## src/rtl/prog_clk_divider_pkg.sv

```systemverilog
// -----------------------------------------------------------------------------
// prog_clk_divider_pkg
//
// Purpose : Shared constants for the programmable clock divider. Holds the
//           default counter width, the default divisor loaded at reset and the
//           smallest divisor the block will accept.
//
// Contents: CNT_W_DEF       - default counter/divisor width in bits
//           DEFAULT_DIV_DEF - default divisor N loaded at reset
//           MIN_DIV         - minimum legal divisor (a divide-by-1 is legal)
// -----------------------------------------------------------------------------
package prog_clk_divider_pkg;

  localparam int CNT_W_DEF       = 16;
  localparam int DEFAULT_DIV_DEF = 2;
  localparam int MIN_DIV         = 1;

endpackage : prog_clk_divider_pkg

```

## src/rtl/prog_clk_divider_if.sv

```systemverilog
// -----------------------------------------------------------------------------
// prog_clk_divider_if
//
// Purpose : Bundles the control and status signals of the programmable clock
//           divider. Clock and reset stay outside as plain ports.
//
// Signals : en       - count enable (1 = run, 0 = hold idle)
//           div_val  - requested divisor, sampled when div_load = 1
//           div_load - one-cycle request to change the divisor
//           div_clk  - divided clock, period N clk cycles
//           tick     - one-cycle pulse once per N enabled cycles
//           div_pend - an accepted divisor is waiting to be applied
//           div_ack  - one-cycle pulse when a pending divisor takes effect
//           div_err  - one-cycle pulse when a load with div_val = 0 is rejected
//
// Modports: master - the controller (drives en/div_val/div_load)
//           slave  - the divider itself
// -----------------------------------------------------------------------------
interface prog_clk_divider_if
  import prog_clk_divider_pkg::*;
#(
  parameter int CNT_W = CNT_W_DEF
);

  logic             en;
  logic [CNT_W-1:0] div_val;
  logic             div_load;
  logic             div_clk;
  logic             tick;
  logic             div_pend;
  logic             div_ack;
  logic             div_err;

  modport master (
    output en,
    output div_val,
    output div_load,
    input  div_clk,
    input  tick,
    input  div_pend,
    input  div_ack,
    input  div_err
  );

  modport slave (
    input  en,
    input  div_val,
    input  div_load,
    output div_clk,
    output tick,
    output div_pend,
    output div_ack,
    output div_err
  );

endinterface : prog_clk_divider_if

```

## src/rtl/prog_clk_divider.sv

```systemverilog
// -----------------------------------------------------------------------------
// prog_clk_divider
//
// Purpose : Programmable integer clock divider. A free-running counter wraps
//           every N enabled cycles, producing a registered divided clock
//           (high ceil(N/2), low floor(N/2) cycles) and a one-cycle tick at
//           each wrap. New divisors go into a shadow register and are applied
//           only at a period boundary (or while idle), so div_clk never
//           shows a truncated period or a glitch.
//
// Ports   : clk   - single clock, all state updates on its rising edge
//           reset - asynchronous active-low reset
//           bus   - prog_clk_divider_if.slave (en, div_val, div_load in;
//                   div_clk, tick, div_pend, div_ack, div_err out)
//
// Params  : CNT_W       - counter/divisor width, 2..32
//           DEFAULT_DIV - divisor loaded at reset, 1..2^CNT_W-1
//
// All outputs come straight from flops; there is no combinational path from
// any input to any output.
// -----------------------------------------------------------------------------
module prog_clk_divider
  import prog_clk_divider_pkg::*;
#(
  parameter int CNT_W       = CNT_W_DEF,
  parameter int DEFAULT_DIV = DEFAULT_DIV_DEF
) (
  input  logic                     clk,
  input  logic                     reset,
  prog_clk_divider_if.slave        bus
);

  localparam logic [CNT_W-1:0] RST_DIV = CNT_W'(DEFAULT_DIV);
  localparam logic [CNT_W-1:0] ONE     = CNT_W'(MIN_DIV);

  // State: counter, active divisor N, shadow divisor S, pending flag P.
  logic [CNT_W-1:0] cnt_q, cnt_d;
  logic [CNT_W-1:0] n_q,   n_d;
  logic [CNT_W-1:0] s_q,   s_d;
  logic             p_q,   p_d;

  // Registered outputs.
  logic             div_clk_q, div_clk_d;
  logic             tick_q,    tick_d;
  logic             ack_q,     ack_d;
  logic             err_q,     err_d;

  logic             wrap;
  logic             apply;
  logic             load_ok;
  logic             load_bad;

  // ---------------------------------------------------------------------------
  // Next-state logic
  // ---------------------------------------------------------------------------
  always_comb begin
    // Last count of the current period under the active divisor.
    wrap     = (cnt_q == (n_q - ONE));
    // A pending divisor is applied at a period boundary, or immediately while
    // idle since there is no period in progress to protect.
    apply    = p_q && (!bus.en || wrap);
    load_ok  = bus.div_load && (bus.div_val != '0);
    load_bad = bus.div_load && (bus.div_val == '0);

    cnt_d     = '0;
    n_d       = n_q;
    s_d       = s_q;
    p_d       = p_q;
    tick_d    = 1'b0;
    div_clk_d = 1'b0;
    ack_d     = 1'b0;
    err_d     = 1'b0;

    // Counter: restart on apply, wrap or idle; otherwise advance.
    if (!apply && bus.en && !wrap) begin
      cnt_d = cnt_q + ONE;
    end

    // Apply uses the shadow value present before this edge; a load arriving
    // on the same edge is captured below and stays pending for the next
    // boundary.
    if (apply) begin
      n_d   = s_q;
      p_d   = 1'b0;
      ack_d = 1'b1;
    end

    if (load_ok) begin
      s_d = bus.div_val;
      p_d = 1'b1;
    end

    err_d  = load_bad;

    // Tick marks the end of a period measured with the divisor that was
    // active during it.
    tick_d = bus.en && wrap;

    // Divided clock is derived from the count it will hold after this edge
    // and the divisor that will govern it, so a freshly applied divisor
    // starts its first period with the correct phase.
    if (bus.en) begin
      div_clk_d = (cnt_d >= (n_d >> 1));
    end
  end

  // ---------------------------------------------------------------------------
  // State registers
  // ---------------------------------------------------------------------------
  always_ff @(posedge clk or negedge reset) begin
    if (!reset) begin
      cnt_q     <= '0;
      n_q       <= RST_DIV;
      s_q       <= RST_DIV;
      p_q       <= 1'b0;
      div_clk_q <= 1'b0;
      tick_q    <= 1'b0;
      ack_q     <= 1'b0;
      err_q     <= 1'b0;
    end else begin
      cnt_q     <= cnt_d;
      n_q       <= n_d;
      s_q       <= s_d;
      p_q       <= p_d;
      div_clk_q <= div_clk_d;
      tick_q    <= tick_d;
      ack_q     <= ack_d;
      err_q     <= err_d;
    end
  end

  assign bus.div_clk  = div_clk_q;
  assign bus.tick     = tick_q;
  assign bus.div_pend = p_q;
  assign bus.div_ack  = ack_q;
  assign bus.div_err  = err_q;

endmodule : prog_clk_divider

```

## src/flat_wrapper.sv

```systemverilog
// flat-port wrapper written by rule: the top's interface ports become plain ports
module prog_clk_divider_flat import prog_clk_divider_pkg::*;
#(
  parameter int CNT_W       = CNT_W_DEF,
  parameter int DEFAULT_DIV = DEFAULT_DIV_DEF
)
  (clk, reset, bus_en, bus_div_val, bus_div_load, bus_div_clk, bus_tick, bus_div_pend, bus_div_ack, bus_div_err);
  prog_clk_divider_if #(.CNT_W(CNT_W)) bus_i ();
  input  logic clk;
  input  logic reset;
  input wire logic [$bits(bus_i.en)-1:0] bus_en;
  input wire logic [$bits(bus_i.div_val)-1:0] bus_div_val;
  input wire logic [$bits(bus_i.div_load)-1:0] bus_div_load;
  output wire logic [$bits(bus_i.div_clk)-1:0] bus_div_clk;
  output wire logic [$bits(bus_i.tick)-1:0] bus_tick;
  output wire logic [$bits(bus_i.div_pend)-1:0] bus_div_pend;
  output wire logic [$bits(bus_i.div_ack)-1:0] bus_div_ack;
  output wire logic [$bits(bus_i.div_err)-1:0] bus_div_err;
  assign bus_i.en = bus_en;
  assign bus_i.div_val = bus_div_val;
  assign bus_i.div_load = bus_div_load;
  assign bus_div_clk = bus_i.div_clk;
  assign bus_tick = bus_i.tick;
  assign bus_div_pend = bus_i.div_pend;
  assign bus_div_ack = bus_i.div_ack;
  assign bus_div_err = bus_i.div_err;
  prog_clk_divider #(.CNT_W(CNT_W), .DEFAULT_DIV(DEFAULT_DIV)) u_core (.clk(clk), .reset(reset), .bus(bus_i));
endmodule
```

## config.mk

```make
export PLATFORM = sky130hd
export DESIGN_NAME = prog_clk_divider_flat
export DESIGN_NICKNAME = d
export VERILOG_FILES = /design/src/rtl/prog_clk_divider_pkg.sv /design/src/rtl/prog_clk_divider_if.sv /design/src/rtl/prog_clk_divider.sv /design/src/flat_wrapper.sv
export SDC_FILE = /design/constraint.sdc
export NUM_CORES = 1
export LEC_CHECK = 0
export CAP_MARGIN = 20
export CORE_MARGIN = 2
export CORE_UTILIZATION = 35
export CTS_CLUSTER_SIZE = 30
export DETAILED_ROUTE_END_ITERATION = 7
export DONT_BUFFER_PORTS = 1
export HOLD_SLACK_MARGIN = 0.08
export PLACE_DENSITY_LB_ADDON = 0.15
export SYNTH_ARGS = -nofsm -noshare
export SYNTH_HDL_FRONTEND = slang
export SYNTH_SLANG_ARGS = --single-unit
```

## constraint.sdc

```tcl
create_clock -name clk -period 12.85 [get_ports clk]
set_input_delay 1.285 -clock clk [delete_from_list [all_inputs] [get_ports clk]]
set_output_delay 1.285 -clock clk [all_outputs]
set_load 0.03 [all_outputs]
```

==> reports/qor.txt, run 1 <==
status -> finished, final reports clean
Hold Vio Cnt, Final -> 0
initial drt markers -> 108
Yosys top cell area share -> 0.394
DRC errors left -> 0
Worst-Skew Late Latency -> 0.31 ns
remaining global-route overflow -> 0
GRT Resource Usage Total -> 0.150
Most common cell on crit path -> a21o_1
CP Buf/Inv Count -> 0
vias in the first global route -> 2188
Clock Path Buffers -> 2
crit path capture type -> flip-flop
setup TNS -> 0 ns
Routed Antenna Nets -> 0
Die Area -> 0.0100 mm2
synthesized area per cell -> 11.3 um2
worst path required time -> 13.05 ns
Top FF cell, synth -> dfrtp_1
Max stage delay cell, worst path -> nand2b_4
Crit Path Category -> flip-flop to flip-flop
Seq/Total Area, Yosys -> 0.411
slew margin rel. -> 0.497
CTS Buf Count -> 5
Cell variety after synth -> 53
GP Congestion -> 0.827
Post-CTS Hold Buffers -> 0
HP Class -> flip-flop to flip-flop
I/O pins -> 25
Max Clk Rate -> 0.189 GHz
post-synth top area cell -> dfrtp_1
count leader, synth -> dfrtp_1
synth top area cells -> dfrtp_1 39%, mux2_4 7.0%, ha_1 6.6%
Post-synth ARST share -> 1.00
RSZ-0062 raised after global routing -> no
largest net degree at the start of global routing -> 54
EDFF count, synth -> 0
maximum vdd drop -> 0.0541 mV
Syn Inst Count -> 286
Layout area overhead -> 5.37%
CP startpoint kind -> flip-flop
wire length per cell -> 17.6 um
Tcrit/Tclk final -> 0.412
worst-margin pin slew -> 0.754 ns
Cell Rows -> 35
met1 usage -> 0.229
met2 Usage GRT -> 0.218
synth cell count leaders -> 51 x dfrtp_1, 17 x ha_1, 17 x mux2_2, 17 x xnor2_1, 16 x and2_1
Critical Path, Cell by Cell -> nor4_1, nor4bb_1, mux2_2, o21ai_1, o31a_1, nand2b_4, mux2_4, ha_1, nand2b_1, a21o_1, a21o_1, a2111oi_0, o311a_1, nor2_1, or3_1
GR Util met3 -> 0.0237
P_leak -> 1.59 nW
Initial Util -> 0.355
CTS tree -> done
Post-Layout Cell Count -> 394
final slew viol count -> 0
crit-path max FO -> 31
Pwr Total -> 0.000402 W
H-tree levels -> 2
worst slack, placed -> 7.47 ns
Setup violations, final -> 0
initial antenna violation count -> 0
PnR worst setup slack -> 7.55 ns
Die Span X -> 100 um
Post-Route WL -> 6930 um
Placed Cells -> 386
fin nets -> 319
max-cap violations -> 0
Clock Skew -> 0.00655 ns
PostCTS Resize Cnt -> 0
TritonRoute pass-1 iters -> 4
setup bufs post-CTS -> 0
first-pass GRT wire length -> 11600 um
clk slew on worst S/H paths -> 0.10 ns
post-synthesis register bit count -> 53
DP HPWL -> 5280 um
PwrDens -> 118 mW/mm2
Mapped Nets -> 323
fraction of layout cells with a size suffix above 1 -> 0.166
max incr delay on CP -> 0.60 ns
crit path time final -> 5.30 ns
antenna fix cells -> 0
Avg Vias per Cell -> 5.30
IO buf count -> 0
CP arrival -> 5.49 ns
chip height -> 100 um
Core Region -> 0.00911 mm2
YS warnings -> 0
mapped cell area -> 0.00324 mm2
DR vias -> 2089
Root Driver -> clkbuf_8
clock sink count -> 53
busiest grt layer -> met1
Crit path max-delay family -> simple AND/OR/NAND/NOR gates
## state kept, by name, summed over array words and instances, names as in the netlist
| register | count |
|---|---|
| u_core.bus.div_ack | 1 |
| u_core.bus.tick | 1 |
| u_core.bus.div_err | 1 |
| u_core.s_q | 16 |
| u_core.cnt_q | 16 |
| u_core.n_q | 16 |
| u_core.bus.div_clk | 1 |
| u_core.bus.div_pend | 1 |
## cells by family (layout without fill, tap and decap cells)
kind of cell	Yosys count	after routing	share of synthesized area
buffers and inverters	20	17	0.0305
AND/OR/NAND/NOR	89	89	0.164
adder cells (fa/ha/maj)	17	17	0.0657
multiplexers	47	47	0.175
flip-flops	53	53	0.411
XOR/XNOR	31	31	0.0881
AO/OA/AOI/OAI	29	29	0.0653
## worst register-to-register path: cells and delay by family, from the launching register on
| kind | cells | cell delay (ns) |
|---|---|---|
| AND/OR/NAND/NOR | 6 | 2.08 |
| flip-flops | 1 | 0.44 |
| AO/OA/AOI/OAI | 6 | 1.67 |
| adder cells (fa/ha/maj) | 1 | 0.28 |
| multiplexers | 2 | 0.73 |
## through the flow
step           utilization  cell area [um2]  hold WS (ns)
2_1_floorplan            -             3240         0.454
3_3_place_gp         0.363             3310         0.516
3_5_place_dp         0.363             3310         0.518
4_1_cts              0.374             3410         0.549
5_1_grt              0.374             3410         0.573
6_report             0.374             3410         0.540
## routing by layer
metal,share of wire,vias to the layer above
li1,-,1022
met2,0.42,33
met3,0.033,7
met5,0,-
met4,0.014,0
met1,0.53,1027
## layout by cell type, fill, tap and decap left out, types with 2 or more instances in the layout
master     Yosys  routed
nor2_1        13      13
xnor2_1       17      17
inv_1          9       9
dfrtp_1       51      51
mux2_4        15      15
nand4_1        5       5
a31o_2         2       2
and3_1         3       3
clkbuf_8       0       6
nand2_1        8       8
nand2b_1       6       6
a211oi_1       2       2
o2111ai_1      2       2
nor3_1         3       3
o22ai_1        2       2
nor4_1         7       7
ha_1          17      17
dfstp_2        2       2
mux2i_1       14      14
nor2b_1        2       2
nand3_1       11      11
a21oi_1        5       5
a2111oi_0      2       2
xor2_1        13      13
mux2_2        17      17
nand3b_1       3       3
a21o_1         6       6
and2_1        16      16
## power breakdown
group	internal, W	total, W	switching, W
clock	0.0000449	0.000105	0.0000596
combinational	0.0000495	0.0000882	0.0000387
sequential	0.000184	0.000209	0.0000258
total	0.000278	0.000402	0.000124
## worst paths after layout
check	to	depth (start not counted)	startpoint	slack, ns
worst max-delay path	u_core.bus.div_clk	15	u_core.n_q[0]	7.55
worst min-delay path	u_core.n_q[0]	1	u_core.s_q[0]	0.54
worst max register to register	u_core.bus.div_clk	15	u_core.n_q[0]	7.55
worst min register to register	u_core.n_q[0]	1	u_core.s_q[0]	0.54
max in group asynchronous	u_core.n_q[1]	0	reset	11.99
min in group asynchronous	u_core.n_q[15]	0	reset	0.66
## cell type report
class / instances / area (um2)
fillers: 910 / 5700
multi-input cells: 213 / 1810
clock inverters: 2 / 17.5
clock buffers: 6 / 82.6
well taps: 111 / 139
inverters: 9 / 33.8
flip-flops and latches: 53 / 1330
Power figures use the tool's default switching activity.
==> run 2, diff against run 1 <==
Clock period 12.85 ns to 5.1 ns, I/O delays scaled along.
==> reports/qor.txt, run 2 (synthesis gave the netlist of run 1 again) <==
status -> finished, final reports clean
Setup violations, final -> 0 (unchanged)
maximum vdd drop -> 0.150 mV (+180%)
sw frac -> 0.317 (+0.00885)
max-cap violations -> 0 (unchanged)
most frequent cells in the layout -> 51 x dfrtp_1, 17 x xnor2_1, 17 x mux2_2, 17 x ha_1, 16 x and2_1
Initial Util -> 0.355 (unchanged)
PwrDens -> 292 mW/mm2 (+150%)
Worst-Skew Late Latency -> 0.31 ns (about the same)
Pwr Total -> 0.00101 W (+150%)
CTS tree -> done
initial drt markers -> 75 (-31%)
I/O pins -> 25 (unchanged)
H-tree levels -> 2 (unchanged)
worst slack, placed -> 0.160 ns (-7.31 ns)
P_sw -> 0.000320 W (+160%)
first-pass GRT wire length -> 11500 um (-1.2%)
Design Area, Final -> 0.00346 mm2 (+1.4%)
Tcrit/Tclk final -> 0.914 (+0.502)
setup TNS -> 0 ns (unchanged)
R2R depth -> 15 (unchanged)
initial antenna violation count -> 0 (unchanged)
DRC errors left -> 0 (unchanged)
crit path capture type -> flip-flop
Placement Cell Area -> 0.00333 mm2 (+0.45%)
Die Span X -> 100 um (unchanged)
clock share of power -> 0.246 (-0.014)
Cell Rows -> 35 (unchanged)
Clock Path Buffers -> 2 (unchanged)
CP startpoint kind -> flip-flop
CP arrival -> 4.86 ns (-0.63 ns)
GRT Resource Usage Total -> 0.148 (-0.00213)
DP HPWL -> 5160 um (-2.2%)
P_leak -> 1.61 nW (+0.78%)
crit path time final -> 4.66 ns (-0.636 ns)
setup bufs post-CTS -> 0 (unchanged)
antenna fix cells -> 0 (unchanged)
Routed Antenna Nets -> 0 (unchanged)
Multi-input gate area -> 0.00182 mm2 (+0.35%)
Die Area -> 0.0100 mm2 (unchanged)
biggest regs -> u_core.cnt_q: 16 flops, u_core.n_q: 16 flops, u_core.s_q: 16 flops
Crit Path Category -> flip-flop to flip-flop
Internal -> 0.000689 W (+150%)
fill count -> 908 (-0.22%)
crit-path max FO -> 7 (-77%)
Combinational Power Share -> 0.231 (+0.012)
fin nets -> 323 (+1.3%)
remaining global-route overflow -> 0 (unchanged)
fraction of layout cells with a size suffix above 1 -> 0.174 (+0.00814)
Layout area overhead -> 6.80%
IO buf count -> 0 (unchanged)
clk slew on worst S/H paths -> 0.10 ns (about the same)
Post-Route WL -> 6850 um (-1.3%)
Core Region -> 0.00911 mm2 (unchanged)
hold path cells -> 2 (+1)
sequential cell fraction of total power -> 0.523 (+0.002)
RSZ-0062 raised after global routing -> no
largest net degree at the start of global routing -> 54 (unchanged)
worst path required time -> 5.30 ns (-7.75 ns)
TritonRoute pass-1 iters -> 4 (unchanged)
PnR worst setup slack -> 0.440 ns (-7.11 ns)
slew margin rel. -> 0.501 (+0.00403)
DR vias -> 2087 (-0.096%)
Hold Vio Cnt, Final -> 0 (unchanged)
clock sink count -> 53 (unchanged)
Clock Skew -> 0.00325 ns (-0.00331 ns)
GP Congestion -> 0.789 (-4.6%)
Root Driver -> clkbuf_8
wire length per cell -> 17.2 um (-2.2%)
vias in the first global route -> 2114 (-3.4%)
most common library cell in the layout ignoring fill and taps -> dfrtp_1
CTS Buf Count -> 5 (unchanged)
final slew viol count -> 0 (unchanged)
Reg area -> 0.00133 mm2 (unchanged)
HP Class -> input pin to flip-flop
Max Clk Rate -> 0.215 GHz (+14%)
Avg Vias per Cell -> 5.24 (-1.1%)
worst-margin pin slew -> 0.748 ns (-0.00604 ns)
chip height -> 100 um (unchanged)
## run 2: cell count changes in the layout (fill, tap and decap cells not counted), sizes merged
| cell | previous run | this run |
|---|---|---|
| buf | 0 | 3 |
| clkinvlp | 0 | 2 |
| clkinv | 1 | 0 |
| inv | 10 | 9 |
| dlygate4sd3 | 0 | 1 |
## run 2: power by group through the flow
stage	logic [W]	registers [W]	clock network (W)
2_1_floorplan	0.000198	0.000508	0
3_3_place_gp	0.000220	0.000534	0
3_5_place_dp	0.000220	0.000535	0
6_report	0.000233	0.000528	0.000248
5_1_grt	0.000261	0.000537	0.000266
4_1_cts	0.000234	0.000527	0.000256
## run 2: final timing paths
check	endpoint	slack, ns	from
min reg2reg	u_core.n_q[0]	0.50	u_core.s_q[0]
max in group asynchronous	u_core.s_q[1]	4.08	reset
max	u_core.bus.div_clk	0.44	u_core.n_q[0]
max reg2reg	u_core.bus.div_clk	0.44	u_core.n_q[0]
min in group asynchronous	u_core.cnt_q[15]	0.71	reset
min	u_core.bus.div_err	0.29	bus_div_load
## run 2: critical path, cell delays in order (launching register included)
cell and delay, ns:
dfrtp_1 0.45, nor4_2 0.48, nand3_1 0.13, a2111oi_0 0.55, o2111ai_1 0.22, o31a_1 0.32
nand2b_4 0.20, mux2_4 0.33, ha_1 0.28, nand2b_1 0.14, a21o_1 0.17, a21o_1 0.17
a2111oi_0 0.50, o311a_1 0.21, nor2_1 0.04, or3_1 0.35
## run 2: final cells by class
class	instances	area share
inverters	9	0.00977
clock buffers	6	0.0210
flip-flops and latches	53	0.384
well taps	111	0.0402
multi-input cells	213	0.525
clock inverters	2	0.00434
repair buffers	4	0.0152
## run 2: metal layers
metal | wire, um | up-vias | GRT usage
li1 | - | 1031 | -
met1 | 3530 | 1006 | 0.225
met2 | 3000 | 44 | 0.217
met3 | 237 | 6 | 0.0251
met4 | 82 | 0 | 0.0379
met5 | 0 | - | 0
## run 2: stage by stage
| stage | hold WS (ns) | instances | utilization |
|---|---|---|---|
| floorplan | 0.214 | 286 | - |
| global placement | 0.217 | 388 | 0.365 |
| detailed placement | 0.217 | 388 | 0.365 |
| CTS | 0.284 | 398 | 0.379 |
| global route | 0.290 | 398 | 0.380 |
| finish | 0.292 | 398 | 0.380 |
## run 2: repair_timing
item | in CTS | in global routing
resized for setup | 0 | 1
setup endpoints to repair | 0 | 1
hold endpoints to repair | 53 | 0
hold buffers | 2 | 0
==> run 3, diff against run 2 <==
Clock period 5.1 ns to 5.8 ns, I/O delays scaled along.
==> reports/qor.txt, run 3 (synthesis gave the netlist of run 1 again) <==
status -> finished, final reports clean
Tcrit/Tclk final -> 0.834 (-0.0793)
worst-margin pin slew -> 0.704 ns (-0.0441 ns)
antenna fix cells -> 0 (unchanged)
crit path time final -> 4.84 ns (+0.180 ns)
Highest Signal Layer -> met4
chip height -> 100 um (unchanged)
P_leak -> 1.62 nW (+1.1%)
clock sink count -> 53 (unchanged)
initial antenna violation count -> 0 (unchanged)
Combinational Power Share -> 0.229 (-0.002)
biggest regs -> u_core.cnt_q: 16 flops, u_core.n_q: 16 flops, u_core.s_q: 16 flops
Layout area overhead -> 7.31%
clock share of power -> 0.256 (+0.010)
Internal -> 0.000620 W (-10%)
sequential cell fraction of total power -> 0.514 (-0.009)
initial drt markers -> 60 (-20%)
Post-Route WL -> 7010 um (+2.5%)
CP startpoint kind -> flip-flop
CP arrival -> 5.03 ns (+0.17 ns)
Initial Util -> 0.355 (unchanged)
IO buf count -> 0 (unchanged)
Critical Path, Cell by Cell -> nor4_1, nand3_1, a2111oi_0, o2111ai_1, o31a_1, nand2b_4, buf_4, mux2i_1, ha_1, a21o_1, a21o_1, a2111oi_0, o311a_1, nor2_1, or3_1
Hold Vio Cnt, Final -> 0 (unchanged)
Crit Path Category -> flip-flop to flip-flop
CTS tree -> done
Clock Skew -> 0.00884 ns (+0.00560 ns)
Worst-Skew Late Latency -> 0.31 ns (about the same)
Die Area -> 0.0100 mm2 (unchanged)
RSZ-0062 raised after global routing -> no
critical path depth -> 15 (unchanged)
M1 WL -> 3480 um (-1.4%)
Clock Path Buffers -> 2 (unchanged)
Routed Antenna Nets -> 0 (unchanged)
crit-path max FO -> 30 (+23)
DRC errors left -> 0 (unchanged)
Placement Cell Area -> 0.00333 mm2 (unchanged)
sw frac -> 0.311 (-0.00603)
TritonRoute pass-1 iters -> 4 (unchanged)
Die Span X -> 100 um (unchanged)
first-pass GRT wire length -> 11600 um (+1.3%)
WL met2 -> 3260 um (+8.8%)
fill count -> 915 (+0.77%)
HP Class -> input pin to asynchronous set/reset pin
fin nets -> 324 (+0.31%)
most frequent cells in the layout -> 51 x dfrtp_1, 17 x xnor2_1, 17 x mux2_2, 17 x ha_1, 16 x and2_1
remaining global-route overflow -> 0 (unchanged)
CP Buf/Inv Count -> 1 (+1)
GRT Resource Usage Total -> 0.151 (+0.00358)
GP Congestion -> 0.768 (-2.7%)
Cell Rows -> 35 (unchanged)
wire length per cell -> 17.6 um (+2.2%)
largest net degree at the start of global routing -> 52 (-3.7%)
worst hold margin -> 0.112 ns (-0.179 ns)
worst path required time -> 5.99 ns (+0.69 ns)
Max Clk Rate -> 0.207 GHz (-3.7%)
most common library cell in the layout ignoring fill and taps -> dfrtp_1
Pwr Total -> 0.000900 W (-11%)
setup TNS -> 0 ns (unchanged)
CTS Buf Count -> 5 (unchanged)
H-tree levels -> 2 (unchanged)
Setup violations, final -> 0 (unchanged)
Design Area, Final -> 0.00347 mm2 (+0.47%)
max-cap violations -> 0 (unchanged)
PwrDens -> 259 mW/mm2 (-11%)
max incr delay on CP -> 0.61 ns (+0.06 ns)
P_sw -> 0.000280 W (-13%)
Avg Vias per Cell -> 5.31 (+1.3%)
Core Region -> 0.00911 mm2 (unchanged)
metal3 WL -> 249 um (+5.1%)
crit path capture type -> flip-flop
clk slew on worst S/H paths -> 0.10 ns (about the same)
Max stage delay cell, worst path -> a2111oi_0
final slew viol count -> 0 (unchanged)
maximum vdd drop -> 0.110 mV (-27%)
vias in the first global route -> 2111 (-0.14%)
PostCTS Resize Cnt -> 0 (unchanged)
fraction of layout cells with a size suffix above 1 -> 0.174 (-0.000605)
DR vias -> 2119 (+1.5%)
I/O pins -> 25 (unchanged)
slew margin rel. -> 0.530 (+0.0294)
DP HPWL -> 5220 um (+1.1%)
Crit path max-delay family -> compound AO/OA/AOI/OAI gates
Root Driver -> clkbuf_8
R2R depth -> 15 (unchanged)
run 3: routing by layer:
metal | vias up | global-route usage
li1 | 1038 | -
met1 | 1039 | 0.220
met2 | 40 | 0.233
met3 | 2 | 0.0265
met4 | 0 | 0.0411
met5 | - | 0
run 3: layout make-up:
cell class	instances	area [um2]	share of cell area
multi-input cells	213	1810	0.521
flip-flops and latches	53	1330	0.383
well taps	111	139	0.0400
clock buffers	6	82.6	0.0238
repair buffers	5	62.6	0.0180
inverters	9	33.8	0.00973
clock inverters	2	17.5	0.00504
run 3: power by group through the flow:
stage	clock network, W	registers [W]	logic [W]
6_report	0.000230	0.000463	0.000206
3_3_place_gp	0	0.000469	0.000195
5_1_grt	0.000254	0.000471	0.000230
3_5_place_dp	0	0.000471	0.000194
2_1_floorplan	0	0.000447	0.000174
4_1_cts	0.000243	0.000463	0.000207
run 3: worst paths after layout:
check / startpoint / end / slack (ns)
min reg2reg: u_core.s_q[12] / u_core.n_q[12] / 0.55
max: u_core.n_q[0] / u_core.bus.div_clk / 0.96
min in group clk: bus_div_load / u_core.bus.div_err / 0.36
max reg2reg: u_core.n_q[0] / u_core.bus.div_clk / 0.96
min: reset / u_core.cnt_q[7] / 0.11
max in group asynchronous: reset / u_core.s_q[1] / 5.01
run 3: repair_timing:
action                    in CTS  in global routing
hold endpoints to repair      51                  1
setup buffers                  0                  0
hold buffers                   2                  1
run 3: stage by stage:
stage / worst slack [ns] / instances / utilization
final: 0.960 / 399 / 0.381
after global routing: 0.713 / 399 / 0.381
after CTS: 0.955 / 398 / 0.380
after detailed placement: 1.02 / 388 / 0.365
after global placement: 0.912 / 388 / 0.365
after floorplan: 1.31 / 286 / -
